==> src/rtl/word_block_packer.sv <==
// Word-to-block packer: gathers NWORDS words of WSIZE bits into one block, with a flush for partial blocks.
// Optional feature macro: WBP_BLOCK_COUNT_EN adds a 16-bit block_count output of handshaked blocks.
module word_block_packer #(
  parameter  int WSIZE     = 32,
  parameter  int NWORDS    = 4,
  parameter  int MSW_FIRST = 1,
  localparam int BSIZE     = WSIZE * NWORDS,
  localparam int CNTW      = $clog2(NWORDS) + 1
) (
  input  logic             clock,
  input  logic             reset,
  input  logic [WSIZE-1:0] word_in,
  input  logic             word_valid,
  output logic             word_ready,
  input  logic             flush,
  output logic [BSIZE-1:0] block_out,
  output logic [CNTW-1:0]  block_words,
  output logic             block_valid,
`ifdef WBP_BLOCK_COUNT_EN
  output logic [15:0]      block_count,
`endif
  input  logic             block_ready
);

  logic [NWORDS-1:0][WSIZE-1:0] slots;
  logic [NWORDS-1:0][WSIZE-1:0] slots_next;
  logic [CNTW-1:0]              count;
  logic [CNTW-1:0]              eff_count;
  logic                         flush_pending;
  logic                         slot_free;
  logic                         accept;
  logic                         last_word;
  logic                         want_close;
  logic                         complete;
  logic [BSIZE-1:0]             packed_next;

  // The effective count and data include a word accepted this same cycle, so a close never loses it.
  always_comb begin
    slot_free  = !block_valid || block_ready;
    word_ready = slot_free || ((count < CNTW'(NWORDS - 1)) && !flush_pending);
    accept     = word_valid && word_ready;
    last_word  = accept && (count == CNTW'(NWORDS - 1));
    eff_count  = count + CNTW'(accept);
    want_close = last_word || ((flush || flush_pending) && (eff_count != '0));
    complete   = want_close && slot_free;

    slots_next = slots;
    if (accept) slots_next[count[CNTW-2:0]] = word_in;

    packed_next = '0;
    for (int i = 0; i < NWORDS; i++) begin
      if (MSW_FIRST != 0) packed_next[BSIZE-1-i*WSIZE -: WSIZE] = slots_next[i];
      else                packed_next[i*WSIZE +: WSIZE]         = slots_next[i];
    end
  end

  always_ff @(posedge clock or negedge reset) begin
    if (!reset) begin
      slots         <= '0;
      count         <= '0;
      flush_pending <= 1'b0;
      block_out     <= '0;
      block_words   <= '0;
      block_valid   <= 1'b0;
    end else if (complete) begin
      block_out     <= packed_next;
      block_words   <= eff_count;
      block_valid   <= 1'b1;
      slots         <= '0;
      count         <= '0;
      flush_pending <= 1'b0;
    end else begin
      if (block_ready) block_valid <= 1'b0;
      slots <= slots_next;
      count <= eff_count;
      // Reaching here with a non-empty flush means the output register is still occupied.
      if (flush && (eff_count != '0)) flush_pending <= 1'b1;
    end
  end

`ifdef WBP_BLOCK_COUNT_EN
  always_ff @(posedge clock or negedge reset) begin
    if (!reset)                          block_count <= '0;
    else if (block_valid && block_ready) block_count <= block_count + 16'd1;
  end
`endif

endmodule

==> config.mk <==
export PLATFORM = sky130hd
export DESIGN_NAME = word_block_packer
export DESIGN_NICKNAME = d
export VERILOG_FILES = /design/src/rtl/word_block_packer.sv
export SDC_FILE = /design/constraint.sdc
export NUM_CORES = 1
export LEC_CHECK = 0
export CAP_MARGIN = 5
export CORE_AREA = 2 2 167 169
export CTS_CLUSTER_DIAMETER = 100
export DETAILED_ROUTE_END_ITERATION = 10
export DIE_AREA = 0 0 169 171
export DONT_BUFFER_PORTS = 1
export GPL_TIMING_DRIVEN = 0
export SLEW_MARGIN = 20
export SYNTH_ARGS = -nofsm -noshare
export SYNTH_HDL_FRONTEND = slang
export SYNTH_SLANG_ARGS = --single-unit
==> constraint.sdc <==
create_clock -name clock -period 3.4 [get_ports clock]
set_clock_uncertainty 0.1 [all_clocks]
set_input_delay 0.34 -clock clock [delete_from_list [all_inputs] [get_ports clock]]
set_output_delay 0.34 -clock clock [all_outputs]
set_load 0.02 [all_outputs]
# After elaboration in Yosys (flattened, before gate mapping)
# Cells that the tools add are included.
# W data, S select, Z words.
[word_totals]
ff_bits = 264
inputBits = 37
out_inout_bits = 133
wordCells = 40
[classes]
add_sub_neg = 1
magnitude_cmp = 3
eq_ne = 1
mux = 10
reduce_logical = 16
[op_table]
columns = ["operator", "n"]
rows = [
  ["$mux W128", 2],
  ["$bwmux W128", 1],
  ["$demux W32 S2", 1],
  ["$mux W32", 1],
  ["$logic_and A1 B1 Y1", 7],
  ["$logic_or A1 B1 Y1", 4],
  ["$mux W1", 4],
  ["$reduce_bool A2 Y1", 2],
  ["$add A3 B1 Y3", 1],
  ["$eq A3 B2 Y1 const B", 1],
  ["$lt A2 B3 Y1 const B", 1],
  ["$lt A3 B2 Y1 const B", 1],
  ["$mux W3", 1],
  ["$reduce_bool A3 Y1", 1],
  ["$ge A2 B1 Y1 const B", 1],
  ["$logic_not A1 Y1", 2],
]

# Depth between registers and ports, before layout
[depth]
ltp_word = 10
ltp_mapped = 13
depth_no_buf = 10

# Worst setup path after synthesis
# Ideal clock, no wire load.
[synth_timing]
path_type = "register to register"
start = "register block_valid"
end = "register slots[96] (netlist bit)"
setup_time_ns = 0.073
arrival_time_ns = 2.719
required_time_ns = 3.227
slack_ns = 0.508
path_stages_with_launch = 12
n_path_buf = 3
synth_period_minus_slack_ns = 2.892
path_cell_list = "dfrtp_1 nor2b_1 nand2_1 and2_1 ha_1 ha_1 o32ai_2 o22ai_2 buf_4 buf_2 buf_2 nor2_1"
[synth_via]
elab_chain_len = 10
word_cells_on_any_way = 12
classes_between = "1 x add/sub; 2 x mux; 9 x reduce/logical"
[synth_rtl]
columns = ["item", "line", "source"]
rows = [
  ["start: declaration", "18", "output logic block_valid,"],
  ["start signal: assignment", "64", "block_valid <= 1'b0;"],
  ["start signal: assignment", "68", "block_valid <= 1'b1;"],
  ["start signal: assignment", "73", "if (block_ready) block_valid <= 1'b0;"],
  ["$logic_not A1 Y1", "39", "slot_free = !block_valid || block_ready;"],
  ["$logic_or A1 B1 Y1", "39", ""],
  ["$logic_or A1 B1 Y1", "40", "word_ready = slot_free || ((count < CNTW'(NWORDS - 1)) && !flush_pending);"],
  ["named net word_ready", "14", "output logic word_ready,"],
  ["$logic_and A1 B1 Y1", "41", "accept = word_valid && word_ready;"],
  ["$add A3 B1 Y3", "43", "eff_count = count + CNTW'(accept);"],
  ["named net eff_count[1]", "28", "logic [CNTW-1:0] eff_count;"],
  ["$reduce_bool A3 Y1", "44", "want_close = last_word || ((flush || flush_pending) && (eff_count != '0));"],
  ["$logic_and A1 B1 Y1", "44", ""],
  ["$logic_or A1 B1 Y1", "44", ""],
  ["$logic_and A1 B1 Y1", "45", "complete = want_close && slot_free;"],
  ["$mux W128", "65", "end else if (complete) begin"],
  ["end signal: assignment", "74", "slots <= slots_next;"],
  ["end: declaration", "25", "logic [NWORDS-1:0][WSIZE-1:0] slots;"],
]
# The timed path passes the listed nets, and every way through them passes these cells.
# A chain may end at the register's enable or synchronous reset.

# Worst setup path after layout
[layout_timing]
start = "register block_valid"
end = "register slots[89] (netlist bit)"
# The elaborated chain is that of the path after synthesis.

==> impl_metrics.yaml <==
floorplanning:
  dieArea_sq_um: 28900
  fp.dieH_um: 171
  ioPinCount: 170
  die_width_um: 169
  initial_core_util_pct: 38.9
  coreArea_sq_um: 27300
  fp-row-count: 61
routing:
  drt_wl_total_um: 25000
  viasPerCell: 4.72
  wl_per_cell_um: 19.6
  final_antenna_net_count: 0
  firstDrtPassIters: 4
  drc: 0
  drt_iter0_markers: 306
  route.vias.total: 6045
clock_tree:
  clk_pin_slew_ns: 0.06
  clock_latency_ns: 0.54
  hold_buffers: 33
  cts_num_sinks: 264
  cts_buffers: 29
  cts_root_buf: "clkbuf_16"
  h-tree-depth: 1
  clockBufferDepth: 3
  cts_tree: "built"
synthesis:
  synth_largest_area_cell: "dfrtp_1"
  synth_top_family_by_area: "multiplexers"
  syn_inst: 850
  synth-compound-area-share_pct: 0.671
  syn_area_per_cell_sq_um: 12.5
  synth_common_cells: "264 x dfrtp_1, 256 x mux2i_1, 132 x nor2_1, 131 x inv_1, 23 x buf_2"
  ys_ff_latch: 264
  yosys_warnings: 0
  ys.flop_type: "dfrtp_1"
  synth_mux_area_share_pct: 24.4
  yosys.area_share.simple_pct: 5.36
  async_flop_share_pct: 100
  synthDistinctLibCells: 26
  synth-seq-area-share_pct: 62.1
  synthAdderAreaFrac_pct: 0.235
  synthXorXnorAreaFrac_pct: 0.0824
  syn_nets: 889
  yosysTopAreaCellShare_pct: 62.1
  synthTopCellsByArea: "dfrtp_1 62%, mux2i_1 24%, nor2_1 4.7%"
  synth.most_common_cell: "dfrtp_1"
  netlist_area_sq_um: 10600
  synth-edff-count: 0
placed_design:
  globalplace.congestion: 0.735
  hpwl_um: 16200
  io_buffers: 0
  pre_cts_ws_ns: -0.211
worst_setup_path:
  crit_type: "reg -> reg"
  crit_buf_inv: 3
  rr_worst_depth: 11
  slowest_delay_ns: 0.50
  setup.worst_path.start_class: "flip-flop"
  crit_path_start: "block_valid"
  crit_family: "simple AND/OR/NAND/NOR gates"
  cp_data_required_time_ns: 3.77
  cp.arrival_ns: 3.55
  r2r-start: "block_valid"
  path_cells: "nor2b_4 > nand2_1 > and2_1 > ha_1 > ha_1 > o32ai_2 > o22ai_2 > buf_4 > buf_4 > buf_2 > nor2_1"
  r2r_end: "slots[89]"
  slowest_stage: "dfrtp_1"
  cp-end-kind: "flip-flop"
  crit_fanout: 10
  reg2reg_slack_ns: 0.21
run_status:
  outcome: "complete, but fails checks"
  violations: "hold timing"
sta:
  whs_ns: -0.584
  hold_viol_final: 264
  fin_crit_ns: 3.19
  tightest_slew_ns: 0.848
  post-route-period-util_pct: 93.8
  rsz0062_at_grt: "false"
  fin_ws_ns: 0.210
  fmaxAchievable_mhz: 313
  finalSetupViolations: 0
  slew_viol_final: 0
  slew_headroom_pct: 43.5
global_routing:
  track_usage_pct: 17.7
  grt_remaining_overflow: 0
  grt_pass1_vias: 6454
  grt_max_degree: 265
  grt_pass1_wl_um: 39300
  antenna_found_initial: 0
job:
  maxCapViolations: 0
finish:
  fin_nets: 953
  area_delta_synth_final_pct: 16.5
  diodes: 0
  post-route-util_pct: 45.3
  drive_gt1_share_pct: 10.4
hold_path:
  worstHoldPathType: "in -> async"
pwr:
  vdd_drop_max_uv: 532
  p_leak_nw: 6.44
  power_density_nw_per_um2: 1010
## metal layers
metal,global-route usage (%),up-vias,part of all wire (%),wire length (um)
li1,-,2855,-,-
met4,3.98,0,1.7,422
met1,23.5,3021,44,11100
met5,0,-,0,0
met3,5.11,38,7.3,1830
met2,29.0,131,47,11700
## report_power, final
part	switching [mW]	internal, mW	leakage [nW]
Clock	1.26	1.92	0.477
Sequential	1.35	4.23	3.57
Combinational	2.25	1.53	2.39
## through the flow
step	cells	area, sq um	power [mW]	TNS, ns
2_1_floorplan	850	10600	8.24	0
3_3_place_gp	1196	11100	9.35	-16.97
3_5_place_dp	1196	11100	9.46	-16.75
4_1_cts	1280	12400	12.8	0
5_1_grt	1280	12400	13.3	0
6_report	1280	12400	12.5	0
## sequential cells by signal, summed over array words and instances (netlist names)
signal,flops
block_out,128
block_valid,1
block_words,3
count,3
flush_pending,1
slots,128
## kinds of logic (layout without fill, tap and decap cells)
kind of cell | Yosys count | count (layout)
flip-flops | 264 | 264
multiplexers | 259 | 259
buffers and inverters | 173 | 257
AND/OR/NAND/NOR | 144 | 144
AO/OA/AOI/OAI | 7 | 7
adder cells (fa/ha/maj) | 2 | 2
XOR/XNOR | 1 | 1
## placed cells by master (no fill, tap or decap), types with 2 or more instances in the layout
| cell | synthesis | routed |
|---|---|---|
| bufinv_16 | 0 | 3 |
| buf_6 | 2 | 2 |
| nand2_1 | 4 | 4 |
| clkinv_4 | 0 | 2 |
| mux2_2 | 3 | 3 |
| clkinv_2 | 0 | 5 |
| ha_1 | 2 | 2 |
| clkbuf_16 | 0 | 29 |
| dfrtp_1 | 264 | 264 |
| dlygate4sd3_1 | 0 | 33 |
| clkbuf_8 | 0 | 6 |
| inv_1 | 131 | 131 |
| clkbuf_1 | 0 | 5 |
| buf_2 | 23 | 16 |
| nor2_1 | 132 | 132 |
| mux2i_1 | 256 | 256 |
| buf_4 | 16 | 23 |
## worst max-delay path by stage
stage	endpoint	slack, ns	cells past startpoint
floorplan	slots[96]	0.51	11
global placement	slots[34]	-0.23	12
detailed placement	slots[81]	-0.21	12
CTS	slots[89]	0.06	11
global route	slots[89]	0.03	11
finish	slots[89]	0.21	11
## what timing repair did
item,CTS,global route
resized for setup,8,1
setup buffers,0,0
pin swaps,0,0
endpoints found under the hold margin,522,264
setup endpoints to repair,121,109
## cell type report
type                    count  area (sq um)
well taps                 346           433
repair buffers             33           330
flip-flops and latches    264          6610
plain buffers              42           279
inverters                 131           492
clock inverters            11           140
multi-input cells         413          3280
fillers                  2540         14900
clock buffers              40           827
(Power assumes the default switching activity.)
